==> src/rtl/uart_cmd_parser.sv <==
// Decodes SYNC/ADDR/DATA_HI/DATA_LO/CHK register-write frames from the UART receiver,
// strobes accepted writes into the PID register file and offers an ACK/NAK byte back.
module uart_cmd_parser #(
  parameter logic [7:0] SYNC_BYTE   = 8'hA5,
  parameter int         NUM_REGS    = 16,
  parameter int         TIMEOUT_CYC = 1000000,
  parameter logic [7:0] ACK_BYTE    = 8'h06,
  parameter logic [7:0] NAK_BYTE    = 8'h15
) (
  input  logic        clk,
  input  logic        reset,
  input  logic [7:0]  rx_data,
  input  logic        rx_valid,
  input  logic        rx_framing_error,
  output logic        wr_en,
  output logic [7:0]  wr_addr,
  output logic [15:0] wr_data,
  output logic [7:0]  tx_data,
  output logic        tx_valid,
  input  logic        tx_ready,
  output logic [7:0]  err_count
);

  localparam int               CNT_W    = (TIMEOUT_CYC > 2) ? $clog2(TIMEOUT_CYC) : 1;
  localparam logic [CNT_W-1:0] CNT_LAST = CNT_W'(TIMEOUT_CYC - 1);
  localparam logic [8:0]       NREGS    = 9'(NUM_REGS);

  typedef enum logic [2:0] {IDLE, S_ADDR, S_DHI, S_DLO, S_CHK} state_t;

  state_t           state_q, state_d;
  logic [CNT_W-1:0] cnt_q;
  logic [7:0]       addr_p0, dhi_p0, dlo_p0;
  logic [7:0]       sum_p0;
  logic             in_frame, byte_ok, abort, timeout, frame_done, frame_good;

  function automatic logic [7:0] sat_inc(input logic [7:0] v);
    return (v == 8'hFF) ? v : v + 8'd1;
  endfunction

  always_ff @(posedge clk or posedge reset) begin
    if (reset) state_q <= IDLE;
    else       state_q <= state_d;
  end

  always_comb begin
    in_frame   = (state_q != IDLE);
    byte_ok    = rx_valid && !rx_framing_error;
    abort      = in_frame && rx_framing_error;
    // A byte arriving on the last allowed cycle keeps the frame alive.
    timeout    = in_frame && !rx_valid && !rx_framing_error && (cnt_q == CNT_LAST);
    sum_p0     = addr_p0 + dhi_p0 + dlo_p0;
    frame_done = (state_q == S_CHK) && byte_ok;
    frame_good = (sum_p0 == rx_data) && ({1'b0, addr_p0} < NREGS);
    state_d    = state_q;
    case (state_q)
      IDLE:    if (rx_valid && rx_data == SYNC_BYTE) state_d = S_ADDR;
      S_ADDR:  if (byte_ok) state_d = S_DHI;
      S_DHI:   if (byte_ok) state_d = S_DLO;
      S_DLO:   if (byte_ok) state_d = S_CHK;
      S_CHK:   if (byte_ok) state_d = IDLE;
      default: state_d = IDLE;
    endcase
    if (abort || timeout) state_d = IDLE;
  end

  // Stage p0: capture frame fields as they arrive
  always_ff @(posedge clk) begin
    if (byte_ok) begin
      case (state_q)
        S_ADDR:  addr_p0 <= rx_data;
        S_DHI:   dhi_p0  <= rx_data;
        S_DLO:   dlo_p0  <= rx_data;
        default: ;
      endcase
    end
  end

  always_ff @(posedge clk or posedge reset) begin
    if (reset) begin
      cnt_q <= '0;
    end else if (rx_valid || !in_frame || abort || timeout) begin
      cnt_q <= '0;
    end else begin
      cnt_q <= cnt_q + 1'b1;
    end
  end

  // Stage p1: write strobe, response and error bookkeeping
  always_ff @(posedge clk or posedge reset) begin
    if (reset) begin
      wr_en     <= 1'b0;
      wr_addr   <= '0;
      wr_data   <= '0;
      tx_data   <= '0;
      tx_valid  <= 1'b0;
      err_count <= '0;
    end else begin
      wr_en <= frame_done && frame_good;
      if (frame_done && frame_good) begin
        wr_addr <= addr_p0;
        wr_data <= {dhi_p0, dlo_p0};
      end
      if (frame_done) begin
        tx_valid <= 1'b1;
        tx_data  <= frame_good ? ACK_BYTE : NAK_BYTE;
      end else if (tx_valid && tx_ready) begin
        tx_valid <= 1'b0;
      end
      if ((frame_done && !frame_good) || abort || timeout)
        err_count <= sat_inc(err_count);
    end
  end

endmodule

==> config.mk <==
export PLATFORM = sky130hd
export DESIGN_NAME = uart_cmd_parser
export DESIGN_NICKNAME = d
export VERILOG_FILES = /design/src/rtl/uart_cmd_parser.sv
export SDC_FILE = /design/constraint.sdc
export NUM_CORES = 1
export LEC_CHECK = 0
export ABC_AREA = 1
export CORE_MARGIN = 1
export CORE_UTILIZATION = 50
export DETAILED_ROUTE_END_ITERATION = 8
export PLACE_DENSITY = 0.76
export SLEW_MARGIN = 20
export SYNTH_ARGS = -nofsm -noshare
export SYNTH_HDL_FRONTEND = slang
export SYNTH_SLANG_ARGS = --single-unit
==> constraint.sdc <==
create_clock -name clk -period 2.5 [get_ports clk]
set_input_delay 0.375 -clock clk [delete_from_list [all_inputs] [get_ports clk]]
set_output_delay 0.375 -clock clk [all_outputs]
set_load 0.01 [all_outputs]
Yosys cells after proc, flatten, opt, wreduce, memory -nomap -nowiden
Index checks and enable logic that the tools add are counted.

word-level totals
  register bits after elaboration = 89
  bits of input ports = 13
  output and inout bits = 42
  word-level logic and storage cells = 70

operators by class
  add/sub/neg operators = 4
  $lt $le $gt $ge = 1
  eq/ne operators = 13
  mux-type cells = 11
  bitwise operators = 1
  reduce and logical (&&, ||, !) cells = 29

operators by type and width
  cell                   number
  $add 20x1->20 const B  1
  $eq 20x20->1 const B   1
  $mux 20                1
  $mux 3                 6
  $add 8x8->8            2
  $eq 8x8->1 const B     2
  $pmux 3 s5             1
  $ne 3x3->1 const B     4
  $logic_and 1x1->1      11
  $add 8x1->8 const B    1
  $eq 8x8->1             1
  $lt 8x5->1 const B     1
  $reduce_and 2->1       4
  $eq 3x2->1 const B     2
  $logic_or 1x1->1       6
  $mux 5                 1
  $reduce_and 5->1       1
  $logic_not 1->1        4
  $eq 3x1->1 const B     1
  $eq 3x3->1 const B     1
  $logic_not 3->1        1
  $ne 3x2->1 const B     1
  $reduce_bool 3->1      1
  $mux 1                 2
  2 further kinds        2

Logic depth before layout (Yosys ltp)
Gate-level depths: netlist of run 1.

  word-level depth = 9
  depth in mapped cells = 17
  depth with buffers taken out = 17

Worst setup path before layout of run 1
Ideal clock, no wire load.

  path type = reg-to-reg
  start point = register addr_p0[1]
  end point = register wr_data[0]
  setup time = 0.117 ns
  arrival time = 2.549 ns
  data required time = 2.383 ns
  path slack = -0.165 ns
  stages on the path, launching flop included = 18
  path buffers = 1
  period minus slack after synthesis = 2.665 ns
  path through = edfxtp_1 fa_1 ha_1 fa_1 inv_1 nand2_1 nand2_1 nor2_1 nand2_1 nor2_1 nand3_1 nor2_2 nand2_2 nor2_4 inv_2 buf_6 nand2_1 nand2_1

between the ends
  cells in the longest elaborated chain, start to end = 5
  elaborated cells between the ends (all ways) = 6
  classes of those cells = add/sub: 2; order compare: 1; eq/ne: 1; reduce/logical: 2

RTL lines
  what                       line  source
  start: declaration         32    logic [7:0] addr_p0, dhi_p0, dlo_p0;
  start signal: assignment   70    S_ADDR: addr_p0 <= rx_data;
  $add 8x8->8 (2 in series)  51    sum_p0 = addr_p0 + dhi_p0 + dlo_p0;
  $eq 8x8->1                 53    frame_good = (sum_p0 == rx_data) && ({1'b0, addr_p0} < NREGS);
  $logic_and 1x1->1 *        53
  $logic_and 1x1->1 *        99    if (frame_done && frame_good) begin
  end signal: assignment     101   wr_data <= {dhi_p0, dlo_p0};
  end: declaration           17    output logic [15:0] wr_data,

Mark *: on every way between the ends. The rest lies on a longest branch, timed or not.
A chain may end at the register's enable or synchronous reset.

Worst setup path after layout of run 1
  start point = register dlo_p0[1]
  end point = register wr_data[2]

between the ends
  cells in the longest elaborated chain, start to end = 4

RTL lines
  what                      line  source
  start: declaration        32
  start signal: assignment  72    S_DLO: dlo_p0 <= rx_data;
  $add 8x8->8               51
  $eq 8x8->1                53
  $logic_and 1x1->1         53
  $logic_and 1x1->1         99

No other way between the ends.

==> results.json, run 1 <==
{
  "placeableCoreArea_sq_mm": 0.00785,
  "synth_cell_type_count": 35,
  "post-place-ws_ns": -0.381,
  "timing_worst_setup_path_type": "reg2reg",
  "detailed_place_hpwl_um": 6070,
  "placed_cells_incl_taps": 617,
  "net_sw_share_pct": 29.9,
  "timing.critical_path.cells": "fa_1 > ha_2 > fa_1 > inv_1 > nand2_1 > nand2_1 > nor2_1 > nand2_1 > nor2_1 > nand3_1 > nor2_2 > nand2_2 > nor2_4 > inv_6 > nand2_1 > nand2_1",
  "floorplan.rows": 32,
  "sink_count_of_the_clock_tree": 84,
  "synth_cells": 450,
  "final_nets": 556,
  "drcViolationCount": 0,
  "power.switching_uw": 983,
  "io_buffers": 50,
  "endpoint_kind": "register",
  "power.share.sequential_pct": 48.6,
  "worst_ep_required_time_ns": 2.76,
  "final_cell_mix": "sky130_fd_sc_hd__nand2_1 (152), sky130_fd_sc_hd__dfrtp_1 (60), sky130_fd_sc_hd__clkdlybuf4s50_1 (50), sky130_fd_sc_hd__inv_1 (44), sky130_fd_sc_hd__nor2_1 (38)",
  "hold_viol": 0,
  "cts.clk_slew.worst_paths_ns": 0.09,
  "cp_top_family": "adder cells",
  "worst_hold_path_type": "in2async",
  "via_count": 3147,
  "num_io_pins": 55,
  "die_h_um": 92.8,
  "initial_antenna_violation_count": 0,
  "clock_latency_ns": 0.36,
  "gp_routability_congestion": 0.907,
  "stage_delay_of_the_slowest_cell_on_the_critical_path_ns": 0.50,
  "synth_enable_flop_cells": 24,
  "fin_crit_ns": 2.80,
  "largest_net_degree_at_the_start_of_global_routing": 36,
  "postSynthAreaPerCell_sq_um": 9.15,
  "grt_use_total_pct": 21.6,
  "buffers_plus_inverters_on_the_worst_setup_path": 2,
  "critical_path.max_fanout": 26,
  "cts_h_tree_depth": 3,
  "initialDrtViolationCount": 161,
  "synth_async_sr_flop_share_pct": 71.4,
  "run_status": "finished, violations left",
  "worst_pin_slew_ns": 0.554,
  "dr.pass1.iters": 6,
  "power.clock.fraction_pct": 29.1,
  "antennaDiodeCount": 0,
  "wire_length_of_the_first_global_routing_pass_um": 14100,
  "dominantRegCellSynth": "sky130_fd_sc_hd__dfrtp_1",
  "final_cells": 634,
  "share_comb_of_total_power_pct": 22.2,
  "route.detailed.wl_per_inst_um": 12.9,
  "failed_checks": "setup timing",
  "yosys_warnings": 0,
  "skew_ns": 0.0150,
  "initial_utilization_pct": 52.5,
  "layout_worst_path_cycle_share_pct": 112,
  "maximum_clock_frequency_mhz": 357,
  "drt-total-wl_um": 8200,
  "report.final.setup_viol": 35,
  "grt_pass1_vias": 3080,
  "power.ir.vdd_worst_uv": 304,
  "tritoncts": "done",
  "synth.cell_area_sq_mm": 0.00412,
  "fin_ws_ns": -0.302,
  "die_width_um": 92.8,
  "critical-path-slowest-cell": "sky130_fd_sc_hd__fa_1",
  "clk_path_buf_depth": 2,
  "layout-area-overhead-vs-synth_pct": 23.6,
  "fp.dieArea_sq_mm": 0.00860,
  "startpoint_type": "register",
  "power_per_cell_area_mw_per_mm2": 646,
  "drive_gt1_share_pct": 10.2,
  "critical-path-top-cell-by-count": "sky130_fd_sc_hd__nand2_1",
  "synth-seq-area-share_pct": 54.0,
  "report.power.total_uw": 3290,
  "ant_nets": 0,
  "worst_ep_arrival_time_ns": 3.06,
  "root_buffer": "sky130_fd_sc_hd__clkbuf_8",
  "max_slew_margin_pct": 63.0,
  "cts_buffers": 9,
  "finalMaxSlewViolations": 0,
  "most_common_library_cell_in_the_layout_ignoring_fill_and_taps": "sky130_fd_sc_hd__nand2_1",
  "grt-ovfl-total": 0,
  "ys_seq_elements": 84,
  "p_int_uw": 2310,
  "power_leakage_uw": 0.00241,
  "vias_per_cell": 4.96,
  "rsz_0062_raised_after_global_routing": "yes",
  "max_cap_viol_count": 0
}
-- state kept, by name, indices dropped and copies added (netlist names) --
| register | count |
|---|---|
| err_count | 8 |
| wr_en | 1 |
| cnt_q | 20 |
| tx_valid | 1 |
| dlo_p0 | 8 |
| state_q | 3 |
| addr_p0 | 8 |
| tx_data | 3 |
| wr_data | 16 |
| dhi_p0 | 8 |
| wr_addr | 8 |
-- cell type report --
type,count,area [sq um]
fillers,631,2760
flip-flops and latches,84,2220
multi-input cells,313,1660
repair buffers,73,698
inverters,46,178
clock buffers,12,176
well taps,102,128
clock inverters,4,28.8
-- routing by layer --
| layer | track usage [%] | part of all wire [%] | vias to the layer above |
|---|---|---|---|
| li1 | - | - | 1576 |
| met1 | 26.7 | 44 | 1493 |
| met2 | 36.3 | 50 | 66 |
| met3 | 5.91 | 4.5 | 12 |
| met4 | 7.82 | 1.7 | 0 |
| met5 | 0 | 0 | - |
-- worst register-to-register path: stages (launching register included) --
cell,delay [ns]
sky130_fd_sc_hd__edfxtp_1,0.42
sky130_fd_sc_hd__fa_1,0.49
sky130_fd_sc_hd__ha_2,0.20
sky130_fd_sc_hd__fa_1,0.50
sky130_fd_sc_hd__inv_1,0.04
sky130_fd_sc_hd__nand2_1,0.05
sky130_fd_sc_hd__nand2_1,0.05
sky130_fd_sc_hd__nor2_1,0.09
sky130_fd_sc_hd__nand2_1,0.05
sky130_fd_sc_hd__nor2_1,0.09
sky130_fd_sc_hd__nand3_1,0.09
sky130_fd_sc_hd__nor2_2,0.10
sky130_fd_sc_hd__nand2_2,0.09
sky130_fd_sc_hd__nor2_4,0.17
sky130_fd_sc_hd__inv_6,0.11
sky130_fd_sc_hd__nand2_1,0.10
sky130_fd_sc_hd__nand2_1,0.06
-- cells by family (layout without fill, tap and decap cells) --
group                      count (synthesis)  count (layout)  synth area share, %
AOI/OAI and AO/OA                         30              30                 4.25
xor gates and xnor gates                  17              17                 3.62
adders and majority gates                 16              16                 6.32
buffers and inverters                     56             135                 6.14
DFF                                       84              84                 54.0
other                                      1               4               0.0911
and+or+nand+nor                          246             246                 25.6
-- path summary, 6_finish.rpt --
path                                     start                     end  slack, ns  cells after the start
max                        dlo_p0[1]$_DFFE_PP_  wr_data[2]$_DFFE_PP0P_      -0.30                     16
min                                      reset  tx_data[2]$_DFFE_PP0P_       0.39                      2
max reg2reg                dlo_p0[1]$_DFFE_PP_  wr_data[2]$_DFFE_PP0P_      -0.30                     16
min reg2reg                 cnt_q[0]$_DFF_PP0_      cnt_q[0]$_DFF_PP0_       0.47                      1
max in group asynchronous                reset  wr_data[8]$_DFFE_PP0P_       1.54                      3
min in group clk            cnt_q[0]$_DFF_PP0_      cnt_q[0]$_DFF_PP0_       0.47                      1
-- synth_stat cells, types with 4 or more instances --
master | instances | area share, %
sky130_fd_sc_hd__xor2_1 | 10 | 2.1
sky130_fd_sc_hd__nand4_1 | 5 | 0.76
sky130_fd_sc_hd__inv_1 | 45 | 4.1
sky130_fd_sc_hd__o21a_1 | 4 | 0.73
sky130_fd_sc_hd__nor3_1 | 9 | 1.1
sky130_fd_sc_hd__a21oi_1 | 15 | 1.8
sky130_fd_sc_hd__dfrtp_1 | 60 | 36
sky130_fd_sc_hd__edfxtp_1 | 24 | 18
sky130_fd_sc_hd__nor2_1 | 38 | 3.5
sky130_fd_sc_hd__ha_1 | 8 | 2.4
sky130_fd_sc_hd__buf_4 | 7 | 1.3
sky130_fd_sc_hd__nand3_1 | 26 | 3.2
sky130_fd_sc_hd__xnor2_1 | 7 | 1.5
sky130_fd_sc_hd__o21ai_0 | 7 | 0.85
sky130_fd_sc_hd__fa_1 | 8 | 3.9
sky130_fd_sc_hd__nand2_1 | 153 | 14
-- power groups by stage --
stage / Clock (uW) / Combinational (uW) / Sequential [uW]
final: 959 / 731 / 1600
after global placement: 0 / 703 / 1620
after global routing: 1040 / 821 / 1620
after CTS: 979 / 737 / 1600
after floorplan: 0 / 438 / 1630
after detailed placement: 0 / 731 / 1630
-- repair_timing --
action | CTS | global route
endpoints found under the hold margin | 0 | 0
buffers inserted | 1 | 0
gates resized for setup | 2 | 1
hold buffers | 0 | 0
endpoints found under the setup margin | 35 | 35
-- metrics by stage --
| step | util, % | hold slack, ns | setup TNS [ns] | instance area (sq um) |
|---|---|---|---|---|
| 2_1_floorplan | - | 0.433 | -3.26 | 4130 |
| 3_3_place_gp | 62.1 | 0.446 | -8.72 | 4870 |
| 3_5_place_dp | 62.1 | 0.454 | -10.89 | 4870 |
| 4_1_cts | 64.8 | 0.407 | -9.55 | 5090 |
| 5_1_grt | 64.9 | 0.446 | -17.41 | 5090 |
| 6_report | 64.9 | 0.391 | -9.14 | 5090 |
Power figures use the tool's default switching activity.
==> inputs of run 2 (changes only) <==
==> constraint.sdc (replaced) <==
create_clock -name clk -period 2.5 [get_ports clk]
set_input_delay 0.375 -clock clk [delete_from_list [all_inputs] [get_ports clk]]
set_output_delay 0.375 -clock clk [all_outputs]
set_load 0.005 [all_outputs]
==> run 2 against run 1 <==
Net effect: the run still ends with setup timing left; flip-flop and latch count unchanged; die area unchanged; worst hold slack worse by 0.0085 ns; global-route usage up 1.1 points; fmax down 5.0%; core utilization up 1.2 points; cell count up 0.63%.
==> results.json, run 2 (synthesized netlist as in run 1, its figures left out) <==
{
  "failed_checks": "setup timing",
  "cts_buffers": 9,
  "timing.hold.ws_ns": 0.383,
  "largest_register": "cnt_q",
  "initialDrtViolationCount": 190,
  "drive_gt1_share_pct": 14.0,
  "floorplan.rows": 32,
  "net_sw_share_pct": 29.7,
  "power.share.sequential_pct": 48.9,
  "final_nets": 560,
  "fill_cells": 639,
  "worst_ep_arrival_time_ns": 3.26,
  "rsz_0062_raised_after_global_routing": "yes",
  "cts.clk_slew.worst_paths_ns": 0.08,
  "critical_path.max_fanout": 4,
  "report.final.setup_viol": 35,
  "ant_nets": 0,
  "grt.busiest_layer": "met2",
  "dr.pass1.iters": 4,
  "route.detailed.wl_per_inst_um": 14.2,
  "worst_pin_slew_ns": 0.555,
  "endpoint_kind": "register",
  "io_buffers": 50,
  "dpl-instance-area_sq_mm": 0.00486,
  "antennaDiodeCount": 0,
  "layout_worst_path_cycle_share_pct": 118,
  "drt-total-wl_um": 9080,
  "power.ir.vdd_worst_uv": 335,
  "initial_antenna_violation_count": 0,
  "sink_count_of_the_clock_tree": 84,
  "maximum_clock_frequency_mhz": 339,
  "detailed_place_hpwl_um": 6260,
  "worst_ep_required_time_ns": 2.81,
  "via_count": 3218,
  "vias_per_cell": 5.04,
  "clock_latency_ns": 0.37,
  "grt_use_total_pct": 22.7,
  "layout-area-overhead-vs-synth_pct": 25.9,
  "clk_path_buf_depth": 2,
  "final_cells": 638,
  "post-place-ws_ns": -0.420,
  "largest_net_degree_at_the_start_of_global_routing": 36,
  "max_cap_viol_count": 0,
  "max_slew_margin_pct": 63.0,
  "largest_register_ffs": 20,
  "power.clock.fraction_pct": 29.2,
  "final_cell_area_sq_mm": 0.00519,
  "power.switching_uw": 974,
  "power_leakage_uw": 0.00243,
  "r2r.worst_path.cells": 17,
  "share_comb_of_total_power_pct": 21.9,
  "cts_h_tree_depth": 3,
  "run_status": "finished, violations left",
  "num_io_pins": 55,
  "hold_viol": 0,
  "skew_ns": 0.0102,
  "placed_cells_incl_taps": 617,
  "met2_usage_pct": 37.8,
  "fin_crit_ns": 2.95,
  "area_of_combinational_cells_with_multiple_inputs_sq_mm": 0.00172,
  "most_common_library_cell_in_the_layout_ignoring_fill_and_taps": "sky130_fd_sc_hd__nand2_1",
  "die_width_um": 92.8,
  "groute.layer.met3.usage_pct": 4.11,
  "tritoncts": "done",
  "fp.dieArea_sq_mm": 0.00860,
  "die_h_um": 92.8,
  "worst_hold_path_type": "in2async",
  "wire_length_of_the_first_global_routing_pass_um": 14900,
  "drcViolationCount": 0,
  "final_cell_mix": "sky130_fd_sc_hd__nand2_1 (134), sky130_fd_sc_hd__dfrtp_1 (60), sky130_fd_sc_hd__clkdlybuf4s50_1 (50), sky130_fd_sc_hd__inv_1 (43), sky130_fd_sc_hd__nor2_1 (38)",
  "gp_routability_congestion": 0.879,
  "rr_endpoint": "wr_data[0]$_DFFE_PP0P_",
  "root_buffer": "sky130_fd_sc_hd__clkbuf_8",
  "initial_utilization_pct": 52.5,
  "ctsHoldBuffers": 0,
  "grt-ovfl-total": 0,
  "grt_pass1_vias": 3141,
  "finalMaxSlewViolations": 0,
  "timing_worst_setup_path_type": "reg2reg",
  "globalRouteMet1Util_pct": 28.6,
  "power_per_cell_area_mw_per_mm2": 632,
  "placeableCoreArea_sq_mm": 0.00785,
  "reg2reg_setup_slack_ns": -0.45,
  "layout.area.seq_sq_mm": 0.00222,
  "rr_startpoint": "dlo_p0[1]$_DFFE_PP_",
  "p_int_uw": 2300,
  "top_regs": "cnt_q: 20 flops, wr_data: 16 flops",
  "fin_ws_ns": -0.447,
  "startpoint_type": "register"
}
## run 2: per-layer routing
metal  up-vias  routed length (um)
met4         0                 261
met3        25                 382
met1      1522                3880
li1       1588                   -
met5         -                   0
met2        83                4560
## run 2: power by group through the flow
| stage | clock network, uW | registers (uW) | logic (uW) |
|---|---|---|---|
| after floorplan | 0 | 1610 | 434 |
| after global placement | 0 | 1620 | 671 |
| after detailed placement | 0 | 1630 | 702 |
| after CTS | 970 | 1600 | 710 |
| after global routing | 1020 | 1620 | 803 |
| final | 957 | 1600 | 718 |
## run 2: how the worst max path moves through the flow
stage                     slack (ns)                start                       to  cells after the start
final                          -0.45  dlo_p0[1]$_DFFE_PP_   wr_data[0]$_DFFE_PP0P_                     17
after global routing           -0.62  dlo_p0[1]$_DFFE_PP_  wr_data[13]$_DFFE_PP0P_                     16
after CTS                      -0.40  dlo_p0[1]$_DFFE_PP_   wr_data[0]$_DFFE_PP0P_                     17
after detailed placement       -0.42  dlo_p0[1]$_DFFE_PP_   wr_data[0]$_DFFE_PP0P_                     16
after global placement         -0.31  dlo_p0[1]$_DFFE_PP_   wr_data[7]$_DFFE_PP0P_                     16
after floorplan                -0.13  dlo_p0[1]$_DFFE_PP_   wr_data[0]$_DFFE_PP0P_                     17
## run 2: cell type report
| class | instances | share of cell area, % |
|---|---|---|
| Clock buffer | 14 | 3.55 |
| Tap cell | 102 | 2.46 |
| Inverter | 46 | 3.47 |
| Clock inverter | 2 | 0.290 |
| Multi-Input combinational cell | 313 | 33.2 |
| Timing Repair Buffer | 76 | 13.9 |
| Sequential cell | 84 | 42.8 |
| Timing Repair inverter | 1 | 0.217 |
## run 2: worst max-delay path, stage by stage (launching register included)
cell and delay [ns]:
sky130_fd_sc_hd__edfxtp_1 0.43, sky130_fd_sc_hd__fa_1 0.52, sky130_fd_sc_hd__ha_2 0.21, sky130_fd_sc_hd__fa_1 0.51
sky130_fd_sc_hd__inv_1 0.05, sky130_fd_sc_hd__nand2_1 0.05, sky130_fd_sc_hd__nand2_1 0.05, sky130_fd_sc_hd__nor2_1 0.10
sky130_fd_sc_hd__nand2_1 0.06, sky130_fd_sc_hd__nor2_1 0.08, sky130_fd_sc_hd__nand3_1 0.08, sky130_fd_sc_hd__nor2_2 0.11
sky130_fd_sc_hd__nand2_2 0.09, sky130_fd_sc_hd__nor2_4 0.15, sky130_fd_sc_hd__buf_6 0.15, sky130_fd_sc_hd__buf_6 0.13
sky130_fd_sc_hd__nand2_2 0.05, sky130_fd_sc_hd__nand2_2 0.06
## run 2: what timing repair did
| item | in CTS | in global routing |
|---|---|---|
| buffers inserted | 3 | 1 |
| cloned | 1 | 0 |
| pin swaps | 1 | 3 |
| gates resized for setup | 13 | 19 |
| setup endpoints to repair | 35 | 35 |
## run 2: stage by stage
step | power (uW) | utilization (%) | setup TNS [ns]
after detailed placement | 2330 | 61.9 | -12.44
final | 3280 | 66.1 | -13.91
after global routing | 3440 | 66.1 | -19.97
after global placement | 2300 | 61.9 | -8.73
after CTS | 3280 | 65.2 | -12.23
after floorplan | 2050 | - | -3.22
==> inputs of run 3 (changes only) <==
--- a/config.mk
+++ b/config.mk
@@ -5,10 +5,10 @@
 export SDC_FILE = /design/constraint.sdc
 export NUM_CORES = 1
 export LEC_CHECK = 0
-export ABC_AREA = 1
 export CORE_MARGIN = 1
-export CORE_UTILIZATION = 50
+export CORE_UTILIZATION = 49
 export DETAILED_ROUTE_END_ITERATION = 8
+export GPL_TIMING_DRIVEN = 0
 export PLACE_DENSITY = 0.76
 export SLEW_MARGIN = 20
 export SYNTH_ARGS = -nofsm -noshare
==> run 3 against run 2 <==
Net effect: the run still ends with setup timing left; highest routed layer unchanged; via count down 21%; clock skew increased by 0.0044 ns; area after synthesis decreased by 6.1%; die area is 4.1% lower; global-route usage fell by 2.1 points; non-clock buffer count down 3; worst hold slack lost 0.13 ns; flip-flop and latch count did not move; power decreased by 17%; fmax is 13% lower; critical path type unchanged; largest cell class unchanged; routed wire length down 14%; clock power increased by 23%.
==> results.json, run 3 <==
{
  "max_cap_viol_count": 0,
  "fill_cells": 548,
  "synth_area_leaders": "sky130_fd_sc_hd__dfrtp_1 (39%), sky130_fd_sc_hd__edfxtp_1 (19%), sky130_fd_sc_hd__xnor2_1 (7.0%), sky130_fd_sc_hd__mux2_2 (5.5%), sky130_fd_sc_hd__fa_1 (4.1%)",
  "fp.dieArea_sq_mm": 0.00825,
  "dominantRegCellSynth": "sky130_fd_sc_hd__dfrtp_1",
  "worst_pin_slew_ns": 0.825,
  "buffers_plus_inverters_on_the_worst_setup_path": 0,
  "synth-seq-area-share_pct": 57.5,
  "largest_net_degree_at_the_start_of_global_routing": 55,
  "power.share.sequential_pct": 52.5,
  "worst_ep_required_time_ns": 2.75,
  "post-place-ws_ns": -1.29,
  "floorplan.rows": 32,
  "report.power.total_uw": 2710,
  "endpoint_kind": "register",
  "die_width_um": 90.8,
  "antennaDiodeCount": 0,
  "power_leakage_uw": 0.00214,
  "groute.layer.met3.usage_pct": 4.97,
  "power.clock.fraction_pct": 43.7,
  "num_io_pins": 55,
  "report.final.setup_viol": 35,
  "worst_ep_arrival_time_ns": 3.62,
  "final_core_utilization_pct": 66.4,
  "gp_routability_congestion": 0.847,
  "yosys-top-cells-count": "sky130_fd_sc_hd__dfrtp_1 (60), sky130_fd_sc_hd__nor2_1 (36), sky130_fd_sc_hd__xnor2_1 (31), sky130_fd_sc_hd__edfxtp_1 (24), sky130_fd_sc_hd__mux2_2 (19)",
  "vias_per_cell": 5.25,
  "fin_crit_ns": 3.38,
  "synth_cell_type_count": 47,
  "tritoncts": "done",
  "synth_area_leader_cell": "sky130_fd_sc_hd__dfrtp_1",
  "drt-total-wl_um": 7830,
  "layout-area-overhead-vs-synth_pct": 32.0,
  "yosys_warnings": 0,
  "initialDrtViolationCount": 138,
  "net_sw_share_pct": 20.5,
  "grt_use_total_pct": 20.7,
  "cp_top_family": "adder cells",
  "synth_cells": 301,
  "critical-path-top-cell-by-count": "sky130_fd_sc_hd__or4_4",
  "via_count": 2542,
  "wire_length_of_the_first_global_routing_pass_um": 13000,
  "synth_async_sr_flop_share_pct": 71.4,
  "cts_h_tree_depth": 3,
  "hold_viol": 0,
  "failed_checks": "setup timing",
  "post-synth-top-count-cell": "sky130_fd_sc_hd__dfrtp_1",
  "critical-path-slowest-cell": "sky130_fd_sc_hd__fa_2",
  "drive_gt1_share_pct": 21.5,
  "stage_delay_of_the_slowest_cell_on_the_critical_path_ns": 0.54,
  "met2_usage_pct": 34.0,
  "dr.pass1.iters": 4,
  "postSynthAreaPerCell_sq_um": 12.8,
  "run_status": "finished, violations left",
  "drcViolationCount": 0,
  "fin_ws_ns": -0.879,
  "synth_largest_type_area_fraction_pct": 38.8,
  "critical_path.max_fanout": 3,
  "final_cell_mix": "sky130_fd_sc_hd__dfrtp_1 (60), sky130_fd_sc_hd__clkdlybuf4s50_1 (49), sky130_fd_sc_hd__nor2_1 (36), sky130_fd_sc_hd__xnor2_1 (27), sky130_fd_sc_hd__edfxtp_1 (24)",
  "globalRouteMet1Util_pct": 26.9,
  "cts_buffers": 9,
  "worst_hold_path_type": "in2async",
  "synth_enable_flop_cells": 24,
  "maximum_clock_frequency_mhz": 296,
  "ctsHoldBuffers": 0,
  "grt.busiest_layer": "met2",
  "route.detailed.wl_per_inst_um": 16.2,
  "final_nets": 406,
  "root_buffer": "sky130_fd_sc_hd__clkbuf_8",
  "top_regs": "cnt_q: 20 flops, wr_data: 16 flops",
  "sink_count_of_the_clock_tree": 84,
  "area_of_combinational_cells_with_multiple_inputs_sq_mm": 0.00175,
  "timing.critical_path.cells": "fa_1 > ha_2 > fa_2 > xnor2_2 > nand4_1 > or4_4 > or4_4 > nand2_4 > mux2_4",
  "p_int_uw": 2150,
  "rsz_0062_raised_after_global_routing": "yes",
  "largest_register_ffs": 20,
  "ys_seq_elements": 84,
  "grt-ovfl-total": 0,
  "power_per_cell_area_mw_per_mm2": 530,
  "startpoint_type": "register",
  "largest_register": "cnt_q",
  "io_buffers": 49,
  "timing.hold.ws_ns": 0.249,
  "grt_pass1_vias": 2603,
  "initial_utilization_pct": 50.3,
  "max_slew_margin_pct": 44.8,
  "timing_worst_setup_path_type": "reg2reg",
  "most_common_library_cell_in_the_layout_ignoring_fill_and_taps": "sky130_fd_sc_hd__dfrtp_1",
  "clk_path_buf_depth": 2,
  "cts.clk_slew.worst_paths_ns": 0.09,
  "detailed_place_hpwl_um": 5270,
  "layout_worst_path_cycle_share_pct": 135,
  "setup_tns_ns": -26.81,
  "die_h_um": 90.8,
  "initial_antenna_violation_count": 0,
  "finalMaxSlewViolations": 0,
  "placeableCoreArea_sq_mm": 0.00769,
  "share_comb_of_total_power_pct": 3.8,
  "synth.cell_area_sq_mm": 0.00387,
  "power.ir.vdd_worst_uv": 346,
  "layout.area.seq_sq_mm": 0.00222,
  "clock_latency_ns": 0.36,
  "ant_nets": 0,
  "skew_ns": 0.0147,
  "power.switching_uw": 554
}
run 3: cell types whose count changed after synthesis, moves of 4 or more:
cell	previous run	this run
sky130_fd_sc_hd__and3_1	0	12
sky130_fd_sc_hd__inv_1	45	3
sky130_fd_sc_hd__xnor2_1	7	31
sky130_fd_sc_hd__mux2_2	0	19
sky130_fd_sc_hd__o21ai_0	7	3
sky130_fd_sc_hd__nand3_1	26	16
sky130_fd_sc_hd__nor2b_1	0	6
sky130_fd_sc_hd__nand4_1	5	1
sky130_fd_sc_hd__a21oi_1	15	4
sky130_fd_sc_hd__nand2_1	153	8
sky130_fd_sc_hd__nor3_1	9	5
run 3: per-stage QoR:
stage                     instances  instance area [sq um]
after global routing            484                   5110
after floorplan                 304                   3890
final                           484                   5110
after global placement          455                   4510
after detailed placement        457                   4560
after CTS                       482                   5040
run 3: per-layer routing:
layer  wire length [um]  part of all wire, %
met5                  0                    0
met4                115                  1.5
met3                357                  4.6
met2               4030                   51
met1               3330                   43
run 3: layout make-up:
type	count	area share, %
Clock buffer	12	3.48
Buffer	10	1.54
Clock inverter	4	1.47
Tap cell	102	2.50
Timing Repair Buffer	63	12.9
Multi-Input combinational cell	206	34.3
Sequential cell	84	43.5
Inverter	3	0.270
run 3: path summary, 6_finish.rpt:
path / depth (start not counted) / to / slack (ns) / from
setup / recovery: 9 / err_count[1]$_DFFE_PP0P_ / -0.88 / dlo_p0[1]$_DFFE_PP_
hold / removal: 2 / err_count[0]$_DFFE_PP0P_ / 0.25 / reset
setup reg to reg: 9 / err_count[1]$_DFFE_PP0P_ / -0.88 / dlo_p0[1]$_DFFE_PP_
hold reg to reg: 1 / tx_data[2]$_DFFE_PP0P_ / 0.48 / tx_data[2]$_DFFE_PP0P_
max in group asynchronous: 3 / wr_data[14]$_DFFE_PP0P_ / 1.78 / reset
min in group clk: 2 / state_q[2]$_DFFE_PP0P_ / 0.39 / rx_framing_error
run 3: what timing repair did:
| action | CTS | global route |
|---|---|---|
| buffers inserted | 9 | 4 |
| hold endpoints to repair | 0 | 0 |
| gates resized for setup | 34 | 10 |
| gates cloned | 1 | 0 |
| endpoints found under the setup margin | 35 | 45 |
| pin swaps | 1 | 5 |
run 3: power by group through the flow:
| stage | clock network (uW) | logic (uW) | registers [uW] |
|---|---|---|---|
| floorplan | 0 | 46.2 | 1450 |
| CTS | 1200 | 103 | 1420 |
| global placement | 0 | 93.2 | 1450 |
| global route | 1260 | 114 | 1420 |
| detailed placement | 0 | 102 | 1450 |
| finish | 1180 | 103 | 1420 |
run 3: worst reg2reg max path: stages, from the launching register on:
cell	delay, ns
sky130_fd_sc_hd__edfxtp_1	0.43
sky130_fd_sc_hd__fa_1	0.50
sky130_fd_sc_hd__ha_2	0.20
sky130_fd_sc_hd__fa_2	0.54
sky130_fd_sc_hd__xnor2_2	0.11
sky130_fd_sc_hd__nand4_1	0.11
sky130_fd_sc_hd__or4_4	0.49
sky130_fd_sc_hd__or4_4	0.49
sky130_fd_sc_hd__nand2_4	0.10
sky130_fd_sc_hd__mux2_4	0.29
run 3: cell families after synthesis:
| kind of cell | after synthesis | share of synthesized area [%] |
|---|---|---|
| AO/OA/AOI/OAI | 15 | 2.46 |
| XOR/XNOR | 42 | 9.71 |
| adder cells (fa/ha/maj) | 16 | 6.73 |
| buffers and inverters | 14 | 2.23 |
| flip-flops | 84 | 57.5 |
| multiplexers | 21 | 6.21 |
| other | 1 | 0.0970 |
| AND/OR/NAND/NOR | 108 | 15.1 |
